### src/rtl/dht11_reader_pkg.sv
// Shared definitions for the DHT11 single-wire reader: FSM encoding, frame layout,
// default timings and the frame checksum helper.
package dht11_reader_pkg;

  typedef enum logic [2:0] {
    ST_IDLE      = 3'd0,
    ST_START_LOW = 3'd1,
    ST_RELEASE   = 3'd2,
    ST_RESP_LOW  = 3'd3,
    ST_RESP_HIGH = 3'd4,
    ST_BIT_LOW   = 3'd5,
    ST_BIT_HIGH  = 3'd6,
    ST_CHECK     = 3'd7
  } state_t;

  localparam int FRAME_BITS = 40;
  localparam int RH_INT_LSB = 32;
  localparam int RH_DEC_LSB = 24;
  localparam int T_INT_LSB  = 16;
  localparam int T_DEC_LSB  = 8;
  localparam int CSUM_LSB   = 0;

  localparam int DEF_CLK_HZ         = 25_000_000;
  localparam int DEF_READ_PERIOD_MS = 2000;
  localparam int DEF_START_LOW_US   = 18000;
  localparam int DEF_TIMEOUT_US     = 100;
  localparam int DEF_BIT_THRESH_US  = 40;

  // Sum of the four data bytes in a 10-bit accumulator; only the low byte is compared.
  function automatic logic checksum_ok(input logic [FRAME_BITS-1:0] frame);
    logic [9:0] sum;
    sum = 10'(frame[RH_INT_LSB +: 8]) + 10'(frame[RH_DEC_LSB +: 8])
        + 10'(frame[T_INT_LSB +: 8]) + 10'(frame[T_DEC_LSB +: 8]);
    return sum[7:0] == frame[CSUM_LSB +: 8];
  endfunction

endpackage

### src/rtl/dht11_us_tick.sv
// Microsecond prescaler: one-cycle us_tick every CLK_HZ/1e6 hclk cycles.
module dht11_us_tick #(
  parameter int CLK_HZ = 25_000_000
) (
  input  logic hclk,
  input  logic rst_n,
  output logic us_tick
);

  localparam int DIV = (CLK_HZ / 1_000_000 < 1) ? 1 : CLK_HZ / 1_000_000;
  localparam int CW  = (DIV > 1) ? $clog2(DIV) : 1;
  localparam logic [CW-1:0] LAST = CW'(DIV - 1);

  logic [CW-1:0] cnt;

  always_ff @(posedge hclk) begin
    if (!rst_n) begin
      cnt     <= '0;
      us_tick <= 1'b0;
    end else begin
      us_tick <= (cnt == LAST);
      cnt     <= (cnt == LAST) ? '0 : cnt + 1'b1;
    end
  end

endmodule

### src/rtl/dht11_reader.sv
// DHT11 host controller: periodic read transaction, 40-bit frame decode and checksum,
// holding the last good humidity/temperature bytes.
module dht11_reader
  import dht11_reader_pkg::*;
#(
  parameter int CLK_HZ         = DEF_CLK_HZ,
  parameter int READ_PERIOD_MS = DEF_READ_PERIOD_MS,
  parameter int START_LOW_US   = DEF_START_LOW_US,
  parameter int TIMEOUT_US     = DEF_TIMEOUT_US,
  parameter int BIT_THRESH_US  = DEF_BIT_THRESH_US
) (
  input  logic       hclk,
  input  logic       rst_n,
  input  logic       dht_in,
  output logic       dht_oe,
  output logic [7:0] humidity,
  output logic [7:0] temperature,
  output logic       data_valid,
  output logic       chk_err,
  output logic       timeout_err,
  output logic       busy
);

  localparam logic [14:0] START_LAST  = 15'(START_LOW_US - 1);
  localparam logic [14:0] TIMEOUT_LIM = 15'(TIMEOUT_US);
  localparam logic [14:0] THRESH      = 15'(BIT_THRESH_US);
  localparam logic [11:0] PERIOD      = 12'(READ_PERIOD_MS);
  localparam logic [11:0] PERIOD_M1   = 12'(READ_PERIOD_MS - 1);
  localparam logic [9:0]  MS_LAST     = 10'd999;

  logic                  sync1, sync2, line_q;
  logic                  rise, fall;
  logic                  us_tick, ms_tick, start, timed_out;
  state_t                state, state_n;
  logic [14:0]           us_cnt, hi_us;
  logic [9:0]            us_div;
  logic [11:0]           period_cnt;
  logic [5:0]            bit_idx;
  logic [FRAME_BITS-1:0] shift;

  dht11_us_tick #(.CLK_HZ(CLK_HZ)) u_us_tick (
    .hclk    (hclk),
    .rst_n   (rst_n),
    .us_tick (us_tick)
  );

  assign rise    = sync2 & ~line_q;
  assign fall    = ~sync2 & line_q;
  assign ms_tick = us_tick && (us_div == MS_LAST);
  // The ms tick that completes the period starts the next read with no extra cycle.
  assign start   = (state == ST_IDLE) &&
                   ((period_cnt == PERIOD) || (ms_tick && (period_cnt == PERIOD_M1)));
  // High time includes the tick of the cycle that sees the falling edge.
  assign hi_us   = us_cnt + 15'(us_tick);

  always_comb begin
    state_n   = state;
    timed_out = 1'b0;
    case (state)
      ST_IDLE:      state_n = start ? ST_START_LOW : ST_IDLE;
      ST_START_LOW: state_n = (us_tick && (us_cnt == START_LAST)) ? ST_RELEASE : ST_START_LOW;
      ST_RELEASE:   state_n = fall ? ST_RESP_LOW : ST_RELEASE;
      ST_RESP_LOW:  state_n = rise ? ST_RESP_HIGH : ST_RESP_LOW;
      ST_RESP_HIGH: state_n = fall ? ST_BIT_LOW : ST_RESP_HIGH;
      ST_BIT_LOW:   state_n = rise ? ST_BIT_HIGH : ST_BIT_LOW;
      ST_BIT_HIGH:  state_n = fall ? ((bit_idx == 6'd39) ? ST_CHECK : ST_BIT_LOW) : ST_BIT_HIGH;
      ST_CHECK:     state_n = ST_IDLE;
      default:      state_n = ST_IDLE;
    endcase
    if ((state inside {ST_RELEASE, ST_RESP_LOW, ST_RESP_HIGH, ST_BIT_LOW, ST_BIT_HIGH}) &&
        (state_n == state) && us_tick && (us_cnt == TIMEOUT_LIM)) begin
      state_n   = ST_IDLE;
      timed_out = 1'b1;
    end else begin
      timed_out = 1'b0;
    end
  end

  always_ff @(posedge hclk) begin
    if (!rst_n) begin
      sync1      <= 1'b1;
      sync2      <= 1'b1;
      line_q     <= 1'b1;
      state      <= ST_IDLE;
      us_cnt     <= 15'd0;
      us_div     <= 10'd0;
      period_cnt <= 12'd0;
    end else begin
      sync1  <= dht_in;
      sync2  <= sync1;
      line_q <= sync2;
      state  <= state_n;
      us_cnt <= (state_n != state) ? 15'd0 : us_cnt + 15'(us_tick);
      if (start) begin
        us_div     <= 10'd0;
        period_cnt <= 12'd0;
      end else if (us_tick) begin
        us_div <= ms_tick ? 10'd0 : us_div + 10'd1;
        if (ms_tick && (period_cnt != PERIOD)) begin
          period_cnt <= period_cnt + 12'd1;
        end
      end
    end
  end

  // Frame capture and registered outputs.
  always_ff @(posedge hclk) begin
    if (!rst_n) begin
      bit_idx     <= 6'd0;
      shift       <= '0;
      dht_oe      <= 1'b0;
      busy        <= 1'b0;
      humidity    <= 8'd0;
      temperature <= 8'd0;
      data_valid  <= 1'b0;
      chk_err     <= 1'b0;
      timeout_err <= 1'b0;
    end else begin
      dht_oe      <= (state_n == ST_START_LOW);
      busy        <= (state_n != ST_IDLE);
      timeout_err <= timed_out;
      data_valid  <= 1'b0;
      chk_err     <= 1'b0;
      if ((state == ST_IDLE) && (state_n == ST_START_LOW)) begin
        shift <= '0;
      end else if ((state == ST_BIT_HIGH) && fall) begin
        shift <= {shift[FRAME_BITS-2:0], (hi_us > THRESH)};
      end
      if ((state == ST_RESP_HIGH) && fall) begin
        bit_idx <= 6'd0;
      end else if ((state == ST_BIT_HIGH) && fall) begin
        bit_idx <= bit_idx + 6'd1;
      end
      if (state == ST_CHECK) begin
        if (checksum_ok(shift)) begin
          humidity    <= shift[RH_INT_LSB +: 8];
          temperature <= shift[T_INT_LSB +: 8];
          data_valid  <= 1'b1;
        end else begin
          chk_err <= 1'b1;
        end
      end
    end
  end

endmodule

### config.mk
export PLATFORM = sky130hd
export DESIGN_NAME = dht11_reader
export DESIGN_NICKNAME = d
export VERILOG_FILES = /design/src/rtl/dht11_reader_pkg.sv /design/src/rtl/dht11_us_tick.sv /design/src/rtl/dht11_reader.sv
export SDC_FILE = /design/constraint.sdc
export NUM_CORES = 1
export LEC_CHECK = 0
export BUFFER_PORTS_ARGS = -buffer_cell sky130_fd_sc_hd__buf_4
export CAP_MARGIN = 20
export CORE_MARGIN = 4
export CORE_UTILIZATION = 60
export CTS_CLUSTER_SIZE = 10
export DETAILED_ROUTE_END_ITERATION = 8
export HOLD_SLACK_MARGIN = 0.05
export PLACE_DENSITY_LB_ADDON = 0.12
export SYNTH_ARGS = -nofsm -noshare
export SYNTH_HDL_FRONTEND = slang
export SYNTH_HIERARCHICAL = 1
export SYNTH_SLANG_ARGS = --single-unit
### constraint.sdc
create_clock -name hclk -period 4.2 [get_ports hclk]
set_input_delay 0.21 -clock hclk [delete_from_list [all_inputs] [get_ports hclk]]
set_output_delay 0.21 -clock hclk [all_outputs]
set_load 0.02 [all_outputs]
Yosys cells after proc, flatten, opt, wreduce, memory -nomap -nowiden
Cells that the tools add are included.
Widths: inputs -> output; s select.
{"block": "op_classes", "n_eq_ne": 19, "muxes": 14, "magnitude_cmp": 1, "n_reduce_logical": 23, "n_bitwise": 5, "add_sub_neg": 8}
{"cell": "$add 8x8->8", "n": 3}
{"cell": "$eq 12x11->1 const B", "n": 2}
{"cell": "$pmux 3 s8", "n": 1}
{"cell": "$add 15x1->15", "n": 1}
{"cell": "$eq 15x15->1 const B", "n": 1}
{"cell": "$eq 15x7->1 const B", "n": 1}
{"cell": "$gt 15x6->1 const B", "n": 1}
{"cell": "$add 12x1->12 const B", "n": 1}
{"cell": "$eq 3x3->1 const B", "n": 4}
{"cell": "$ne 12x11->1 const B", "n": 1}
{"cell": "$logic_and 1x1->1", "n": 11}
{"cell": "$add 10x1->10 const B", "n": 1}
{"cell": "$eq 10x10->1 const B", "n": 1}
{"cell": "$mux 10", "n": 1}
{"cell": "$reduce_or 2->1", "n": 5}
{"cell": "$eq 8x8->1", "n": 1}
{"cell": "$mux 2", "n": 4}
{"cell": "$add 6x1->6 const B", "n": 1}
{"cell": "$eq 3x1->1 const B", "n": 2}
{"cell": "$eq 3x2->1 const B", "n": 2}
{"cell": "$eq 6x6->1 const B", "n": 1}
{"cell": "$mux 1", "n": 6}
{"cell": "$mux 3", "n": 2}
{"cell": "$reduce_and 2->1", "n": 3}
{"cell": "other kinds (10)", "n": 13}
{"block": "totals", "input_bits": 3, "out_inout_bits": 21, "elab_cells": 88, "register_bits": 116}

Longest topological paths before layout
Gate-level depths: netlist of run 1.
{"block": "depth", "word_depth": 15, "ltp_mapped": 13, "mapped_depth_nobuf": 11}

By module
The synthesis of run 1 kept the hierarchy.
{"module": "dht11_reader", "cells_each": 648, "area_each_um2": 5605.4, "n_inst": 1}
{"module": "dht11_us_tick", "cells_each": 24, "area_each_um2": 280.3, "n_inst": 1}

Worst setup path before layout of run 1
No wires, ideal clock.
{"block": "synth_path", "kind": "reg-to-reg", "start": "register shift[9]", "end": "register humidity[0]", "required_time_ns": 4.128, "setup_time_ns": 0.072, "n_path_buf": 2, "slack_ns": 0.730, "stages_incl_launch_ff": 14, "synth_period_minus_slack_ns": 3.470, "arrival_ns": 3.398, "path_cell_list": "dfxtp_1 -> fa_1 -> fa_1 -> ha_1 -> inv_1 -> fa_1 -> xor2_1 -> xnor2_1 -> nor4_1 -> nand3_1 -> nor4_1 -> buf_2 -> buf_2 -> mux2i_1"}
{"block": "synth_between", "elab_chain_len": 3}
{"item": "start, declared", "line_no": "dht11_reader.sv:39", "source": "logic [FRAME_BITS-1:0] shift;"}
{"item": "start signal, assigned", "line_no": "dht11_reader.sv:127", "source": "shift <= {shift[FRAME_BITS-2:0], (hi_us > THRESH)};"}
{"item": "$add 8x8->8", "line_no": "dht11_reader_pkg.sv:33", "source": "+ 10'(frame[T_INT_LSB +: 8]) + 10'(frame[T_DEC_LSB +: 8]);"}
{"item": "$eq 8x8->1", "line_no": "dht11_reader_pkg.sv:34", "source": "return sum[7:0] == frame[CSUM_LSB +: 8];"}
{"item": "$reduce_and 2->1 (no line)"}
{"item": "end signal, assigned", "line_no": "dht11_reader.sv:136", "source": "humidity <= shift[RH_INT_LSB +: 8];"}
{"item": "end, declared", "line_no": "dht11_reader.sv:16", "source": "output logic [7:0] humidity,"}
No other way between the ends.
A chain may end at the register's enable or synchronous reset.

Worst setup path in the final report of run 1
{"block": "layout_path", "start": "register shift[17]", "end": "register humidity[3]"}
{"block": "layout_between", "elab_chain_len": 4}
{"item": "$add 8x8->8 (2 in series)", "line_no": "dht11_reader_pkg.sv:33"}
{"item": "$eq 8x8->1", "line_no": "dht11_reader_pkg.sv:34"}
{"item": "$reduce_and 2->1 (no line)"}
No other way between the ends.

==> out/results.ini, run 1 <==
[job]
cap_viol_max_count = 0

[placement]
io_buffers = 23
place.gp.congestion = 0.940
dp_hpwl_mm = 8.06

[routing]
drc_errors = 0
drt_first_pass_iters = 5
ant_nets = 0
vias_per_cell = 5.57
wirelength_mm = 12.1
drt-initial-drc-count = 346
routedWlPerCell_um = 14.6
num_vias = 4611

[floorplanning]
std_cell_rows = 35
dieArea_sq_um = 11500
core-area_sq_um = 9420
die_y_um = 107
start_util_pct = 62.5
ios = 24
die_w_um = 107

[layout]
area_growth_pct = 14.5
insertedDiodeCount = 0
nets = 718
drive_gt1_share_pct = 15.0
fill_cells = 697

[timing]
post-route-period-util_pct = 84.5
max_slew_margin_pct = 51.1
fmax_mhz = 282
layout_min_cycle_time_ns = 3.55
clock_skew_ns = 0.00992
setup_viol = 0
rsz0062_at_grt = no
slew_violations = 0
hold_viol_final = 0
setup_tns_ns = 0
worstMarginPinSlew_ns = 0.729

[logic_synthesis]
yosys.cell_types.count = 61
yosys.area_share.simple_pct = 25.2
syn_nets = 704
synth_top_area_share_pct = 39.5
netlist_area_sq_um = 5890
synthXorXnorAreaFrac_pct = 8.33
ys.flop_type = dfxtp_1
ys_ff_latch = 116
synth_top_family_by_area = simple AND/OR/NAND/NOR gates
netlist_top_cells_area = dfxtp_1, nand2_1, fa_1, a21oi_2, xnor2_1
synth-async-reset-ratio_pct = 0
synth_mux_area_share_pct = 2.89
synth-adder-area-share_pct = 8.12
yosys.area.top_type = dfxtp_1
synth_enable_flop_cells = 0
synth_compound_area_share_pct = 11.0
synthCells = 672
ys_seq_area_share_pct = 39.5
avgSynthCellArea_sq_um = 8.76
ys_warn_count = 6

[setup_path]
slowest_delay_ns = 0.52
path_cells = fa_1, fa_1, ha_1, inv_1, fa_1, xor2_1, xnor2_1, nor4_1, nand3_1, nor4_2, buf_4, mux2i_1
crit_family = adder cells
arrival_ns = 3.99
crit_top_cell = fa_1
cp_num_buf_inv = 2
cp-end-kind = flop
crit_path_max_fanout = 17
worst_path_max_delay_cell = fa_1
critPathKind = flop to flop
critPathRequiredTime_ns = 4.64
startpoint_type = flop

[clocking]
clockBufferDepth = 2
cts.sinks = 116
cts-htree-levels = 4
cts_tree = built
cts.clk_slew.worst_paths_ns = 0.06
clockRootBuffer = clkbuf_8
numCtsBuffers = 17
clock_latency_ns = 0.53

[global_routing]
use_met3_pct = 6.92
met2_usage_pct = 36.4
use_met1_pct = 31.0
grt-busiest-layer = met2
antenna_found_initial = 0
grt_usage_pct = 23.3
grt_pass1_wl_mm = 21.4
grt_pass1_vias = 4547
grt_max_degree = 50
gr-total-overflow = 0

[min_path]
hp-class = input pin to flop

[power]
power_mw = 2.67
p_leak_nw = 2.40
irDropWorstVdd_mv = 0.304
p_per_area_nw_per_um2 = 396

[status]
status = completed

==> cells by family (layout without fill, tap and decap cells) <==
family,Yosys count,in the layout
muxes,17,17
DFF,116,116
xor gates and xnor gates,56,56
buffers and inverters,61,88
adders and majority gates,30,30
and+or+nand+nor,305,305
AOI/OAI and AO/OA,87,87
==> report_power, final <==
group | switching (mW) | internal (mW)
Combinational | 0.0274 | 0.0106
Clock | 0.513 | 1.01
Sequential | 0.00333 | 1.10
Total | 0.544 | 2.12
==> what timing repair did <==
action	4_1_cts	5_1_grt
resized for setup	0	0
hold buffers	1	0
buffers inserted	0	0
hold endpoints to repair	1	0
==> path summary, 6_finish.rpt <==
| check | from | endpoint | slack [ns] | cells after the start |
|---|---|---|---|---|
| setup / recovery | shift[17] | humidity[3] | 0.65 | 12 |
| hold / removal | rst_n | sync1 | 0.12 | 2 |
| setup reg to reg | shift[17] | humidity[3] | 0.65 | 12 |
| hold reg to reg | sync1 | sync2 | 0.44 | 1 |
==> per-stage QoR <==
stage	setup slack (ns)	hold slack, ns	instance area (sq um)	utilization (%)	std cells
after global placement	0.831	0.397	6100	64.8	795
after floorplan	0.730	0.311	5890	-	672
final	0.651	0.124	6740	71.6	828
after CTS	0.637	0.0965	6740	71.6	828
after global routing	0.428	0.150	6740	71.6	828
after detailed placement	0.681	0.404	6100	64.8	795
==> cell type report <==
class	instances	area [sq um]	share of cell area [%]
inverter	28	105	1.56
sequential	116	2320	34.4
clock buffer	20	455	6.76
timing repair buffer	28	225	3.34
multi-input combinational	495	3290	48.9
tap	129	161	2.39
clock inverter	12	178	2.64
==> routing by layer <==
metal | vias to the layer above | part of all wire, %
li1 | 2308 | -
met1 | 2178 | 46
met2 | 108 | 47
met3 | 17 | 5.1
met4 | 0 | 1.1
met5 | - | 0
==> sequential cells by signal, indices dropped and copies added, names as in the netlist <==
register           flops
data_valid             1
temperature            8
us_div                10
state                  3
u_us_tick/us_tick      1
us_cnt                15
period_cnt            12
sync2                  1
bit_idx                6
chk_err                1
timeout_err            1
busy                   1
u_us_tick/cnt          5
shift                 40
dht_oe                 1
humidity               8
line_q                 1
sync1                  1
==> cell usage in the layout, fill, tap and decap left out, drive strengths merged, types with 10 or more instances in the layout <==
cell / Yosys / routed
nand2b: 10 / 10
dfxtp: 116 / 116
nand2: 136 / 136
nor3: 10 / 10
inv: 28 / 28
ha: 15 / 15
xnor2: 28 / 28
fa: 14 / 14
mux2i: 17 / 17
buf: 14 / 27
clkbuf: 19 / 20
nor2: 59 / 59
nor4: 13 / 13
a21oi: 51 / 51
o21ai: 10 / 10
xor2: 28 / 28
nand3: 19 / 19
nand4: 11 / 11
==> Yosys cell counts, drive strengths merged, types with 5 or more instances <==
| cell type | count |
|---|---|
| nand4bb | 5 |
| and2 | 5 |
| o21ai | 10 |
| xnor2 | 28 |
| inv | 28 |
| nor2 | 59 |
| nor4 | 13 |
| ha | 15 |
| a211oi | 6 |
| dfxtp | 116 |
| fa | 14 |
| nand2 | 136 |
| nor3b | 5 |
| nand2b | 10 |
| a21oi | 51 |
| clkbuf | 19 |
| and3 | 5 |
| xor2 | 28 |
| nand3 | 19 |
| nand4 | 11 |
| nor3 | 10 |
| mux2i | 17 |
| buf | 14 |
(Power assumes the default switching activity.)
==> run 2, diff against run 1 <==
--- a/config.mk
+++ b/config.mk
@@ -5,10 +5,11 @@
 export SDC_FILE = /design/constraint.sdc
 export NUM_CORES = 1
 export LEC_CHECK = 0
+export ABC_AREA = 1
 export BUFFER_PORTS_ARGS = -buffer_cell sky130_fd_sc_hd__buf_4
 export CAP_MARGIN = 20
 export CORE_MARGIN = 4
-export CORE_UTILIZATION = 60
+export CORE_UTILIZATION = 56
 export CTS_CLUSTER_SIZE = 10
 export DETAILED_ROUTE_END_ITERATION = 8
 export HOLD_SLACK_MARGIN = 0.05
==> constraint.sdc (replaced) <==
create_clock -name hclk -period 3.02 [get_ports hclk]
set_input_delay 0.151 -clock hclk [delete_from_list [all_inputs] [get_ports hclk]]
set_output_delay 0.151 -clock hclk [all_outputs]
set_load 0.02 [all_outputs]
==> run 2 against run 1 <==
Against the previous run:
- the flow now finishes with violations (setup timing)
- final cell count up 20%
- setup slack worse by 0.96 ns
- synthesized cell count up 18%
- via count up 6.5%
- critical path depth up 2
- first-iteration DRC count down 6.9%
- hold slack better by 0.23 ns
- utilization down 2.9 points
- global-route usage down 1.9 points
- combinational power up 49%
- cell area up 5.3%
- die area up 7.5%
- largest power group unchanged
==> out/results.ini, run 2 <==
[status]
status = complete, but fails checks
violations = setup timing

[routing]
drt_first_pass_iters = 4
drt-initial-drc-count = 322
ant_nets = 0
num_vias = 4909
drc_errors = 0
wirelength_mm = 12.3
vias_per_cell = 4.95
routedWlPerCell_um = 12.4

[setup_path]
rr_endpoint = humidity[1]
path_cells = fa_1, fa_1, ha_2, inv_2, fa_1, xor2_1, nand3_1, nor2_1, nand3_1, nor3_2, nand3_2, buf_12, nor2_1, nor2_2
r2r_slack_ns = -0.31
r2r_start = shift[9]
critPathRequiredTime_ns = 3.44
reg2reg_depth = 14
crit_path_max_fanout = 33
startpoint_type = flop
critPathKind = flop to flop
slowest_delay_ns = 0.51
crit_top_cell = fa_1
critPathLaunch = shift[9]
worst_path_max_delay_cell = fa_1
arrival_ns = 3.74
cp-end-kind = flop
crit_end = humidity[1]

[power]
power_frac_comb_pct = 1.5
irDropWorstVdd_mv = 0.442
power_mw = 3.70
p_leak_nw = 3.11
p_switching_mw = 0.730
p_seq_share_pct = 41.7
clkPwrFrac_pct = 56.8
p_per_area_nw_per_um2 = 521
switching_share_pct = 19.7
internal_power_mw = 2.97

[clocking]
cts_tree = built
cts.sinks = 116
clockBufferDepth = 2
clockRootBuffer = clkbuf_8
numCtsBuffers = 17
cts-htree-levels = 4
cts.clk_slew.worst_paths_ns = 0.06
clock_latency_ns = 0.53

[global_routing]
gr-total-overflow = 0
grt_usage_pct = 21.3
grt_pass1_vias = 4867
grt_max_degree = 47
grt_pass1_wl_mm = 21.8
antenna_found_initial = 0

[timing]
rsz0062_at_grt = yes
hold_viol_final = 0
max_slew_margin_pct = 58.0
worstMarginPinSlew_ns = 0.629
whs_ns = 0.351
post-route-period-util_pct = 110
slew_violations = 0
fmax_mhz = 301
clock_skew_ns = 0.0140
finalWorstSetupSlack_ns = -0.306
setup_viol = 18
layout_min_cycle_time_ns = 3.33

[floorplanning]
start_util_pct = 57.5
die_w_um = 111
std_cell_rows = 37
dieArea_sq_um = 12300
ios = 24
die_y_um = 111
core-area_sq_um = 10300

[placement]
dpl-instance-area_sq_um = 6400
place.gp.congestion = 0.814
io_buffers = 23
dp_cells = 956
dp_hpwl_mm = 8.63

[layout]
largest_reg_flops = 40
seq_area_sq_um = 2320
area_growth_pct = 19.5
drive_gt1_share_pct = 17.5
final_cell_mix = nand2_1, dfxtp_1, nor2_1
top_register = shift
multi_input_area_sq_um = 3090
nets = 875
reg.largest.list = shift x40, us_cnt x15, period_cnt x12
instances_no_fill = 991
final_cell_area_sq_um = 7100
fill_cells = 859
insertedDiodeCount = 0
final_common_cell = nand2_1

[logic_synthesis]
synth_most_common_cell = nand2_1
synthCells = 791
avgSynthCellArea_sq_um = 7.51
ys_seq_area_share_pct = 39.1
synth-async-reset-ratio_pct = 0
syn_nets = 823
yosys.cell_types.count = 40
synth_enable_flop_cells = 0
netlist_top_cells_area = dfxtp_1, nand2_1, nor2_1, inv_1, fa_1
synth_top_area_share_pct = 39.1
synth_commonest_cells = nand2_1, dfxtp_1, nor2_1, inv_1, a21oi_1
yosys.area.top_type = dfxtp_1
netlist_area_sq_um = 5940
ys_ff_latch = 116
ys_warn_count = 6
ys.flop_type = dfxtp_1

[job]
cap_viol_max_count = 0

[min_path]
hp-class = input pin to flop

==> run 2: cell type report <==
class / count / area share [%]
Sequential cell: 116 / 32.8
Clock inverter: 9 / 2.12
Tap cell: 136 / 2.40
Multi-Input combinational cell: 537 / 43.5
Clock buffer: 22 / 6.66
Inverter: 115 / 6.08
Timing Repair Buffer: 56 / 6.45
==> run 2: timing repair <==
item / in CTS / in global routing
setup endpoints to repair: 18 / 18
gates resized for setup: 2 / 2
pin swaps: 1 / 2
hold buffers: 2 / 0
buffers inserted: 1 / 2
cloned: 0 / 0
endpoints found under the hold margin: 20 / 0
==> run 2: logic make-up after synthesis <==
| logic type | after synthesis | share of synthesized area [%] |
|---|---|---|
| compound gates | 75 | 7.42 |
| xor+xnor | 38 | 5.84 |
| fa+ha+maj | 29 | 7.88 |
| buf+inv | 138 | 9.38 |
| flops | 116 | 39.1 |
| simple gates | 395 | 30.4 |
==> run 2: power by group through the flow <==
stage	logic, mW	clock network [mW]	registers, mW
global route	0.0630	2.22	1.54
finish	0.0568	2.10	1.54
CTS	0.0578	2.14	1.54
global placement	0.0530	0	1.57
floorplan	0.0440	0	1.57
detailed placement	0.0553	0	1.57
==> run 2: routing by layer <==
| metal | vias to the layer above | part of all wire (%) | GRT usage (%) | wire, um |
|---|---|---|---|---|
| li1 | 2568 | - | - | - |
| met1 | 2265 | 46 | 26.0 | 5690 |
| met2 | 65 | 50 | 36.7 | 6120 |
| met3 | 11 | 3.2 | 5.79 | 396 |
| met4 | 0 | 0.88 | 6.49 | 108 |
| met5 | - | 0 | 0 | 0 |
==> run 2: worst min-delay path by stage <==
stage | start | end | slack, ns | cells after the start
after floorplan | dht_in | sync1 | 0.26 | 1
after global placement | dht_in | sync1 | 0.34 | 2
after detailed placement | dht_in | sync1 | 0.35 | 2
after CTS | dht_in | sync1 | 0.34 | 3
after global routing | dht_in | sync1 | 0.36 | 3
final | dht_in | sync1 | 0.35 | 3
==> run 2: worst max-delay path: cells and delay by family (launching register included) <==
family / cells / cell delay, ns
flip-flops: 1 / 0.32
buffers and inverters: 2 / 0.22
AND/OR/NAND/NOR: 7 / 0.83
adder cells (fa/ha/maj): 4 / 1.70
XOR/XNOR: 1 / 0.14
==> run 2: per-stage QoR <==
step | worst slack, ns | utilization [%] | setup TNS [ns]
4_1_cts | -0.304 | 68.4 | -4.58
3_3_place_gp | -0.193 | 62.0 | -3.06
5_1_grt | -0.568 | 68.7 | -9.07
3_5_place_dp | -0.292 | 62.0 | -4.39
6_report | -0.306 | 68.7 | -4.72
2_1_floorplan | -0.112 | - | -1.64
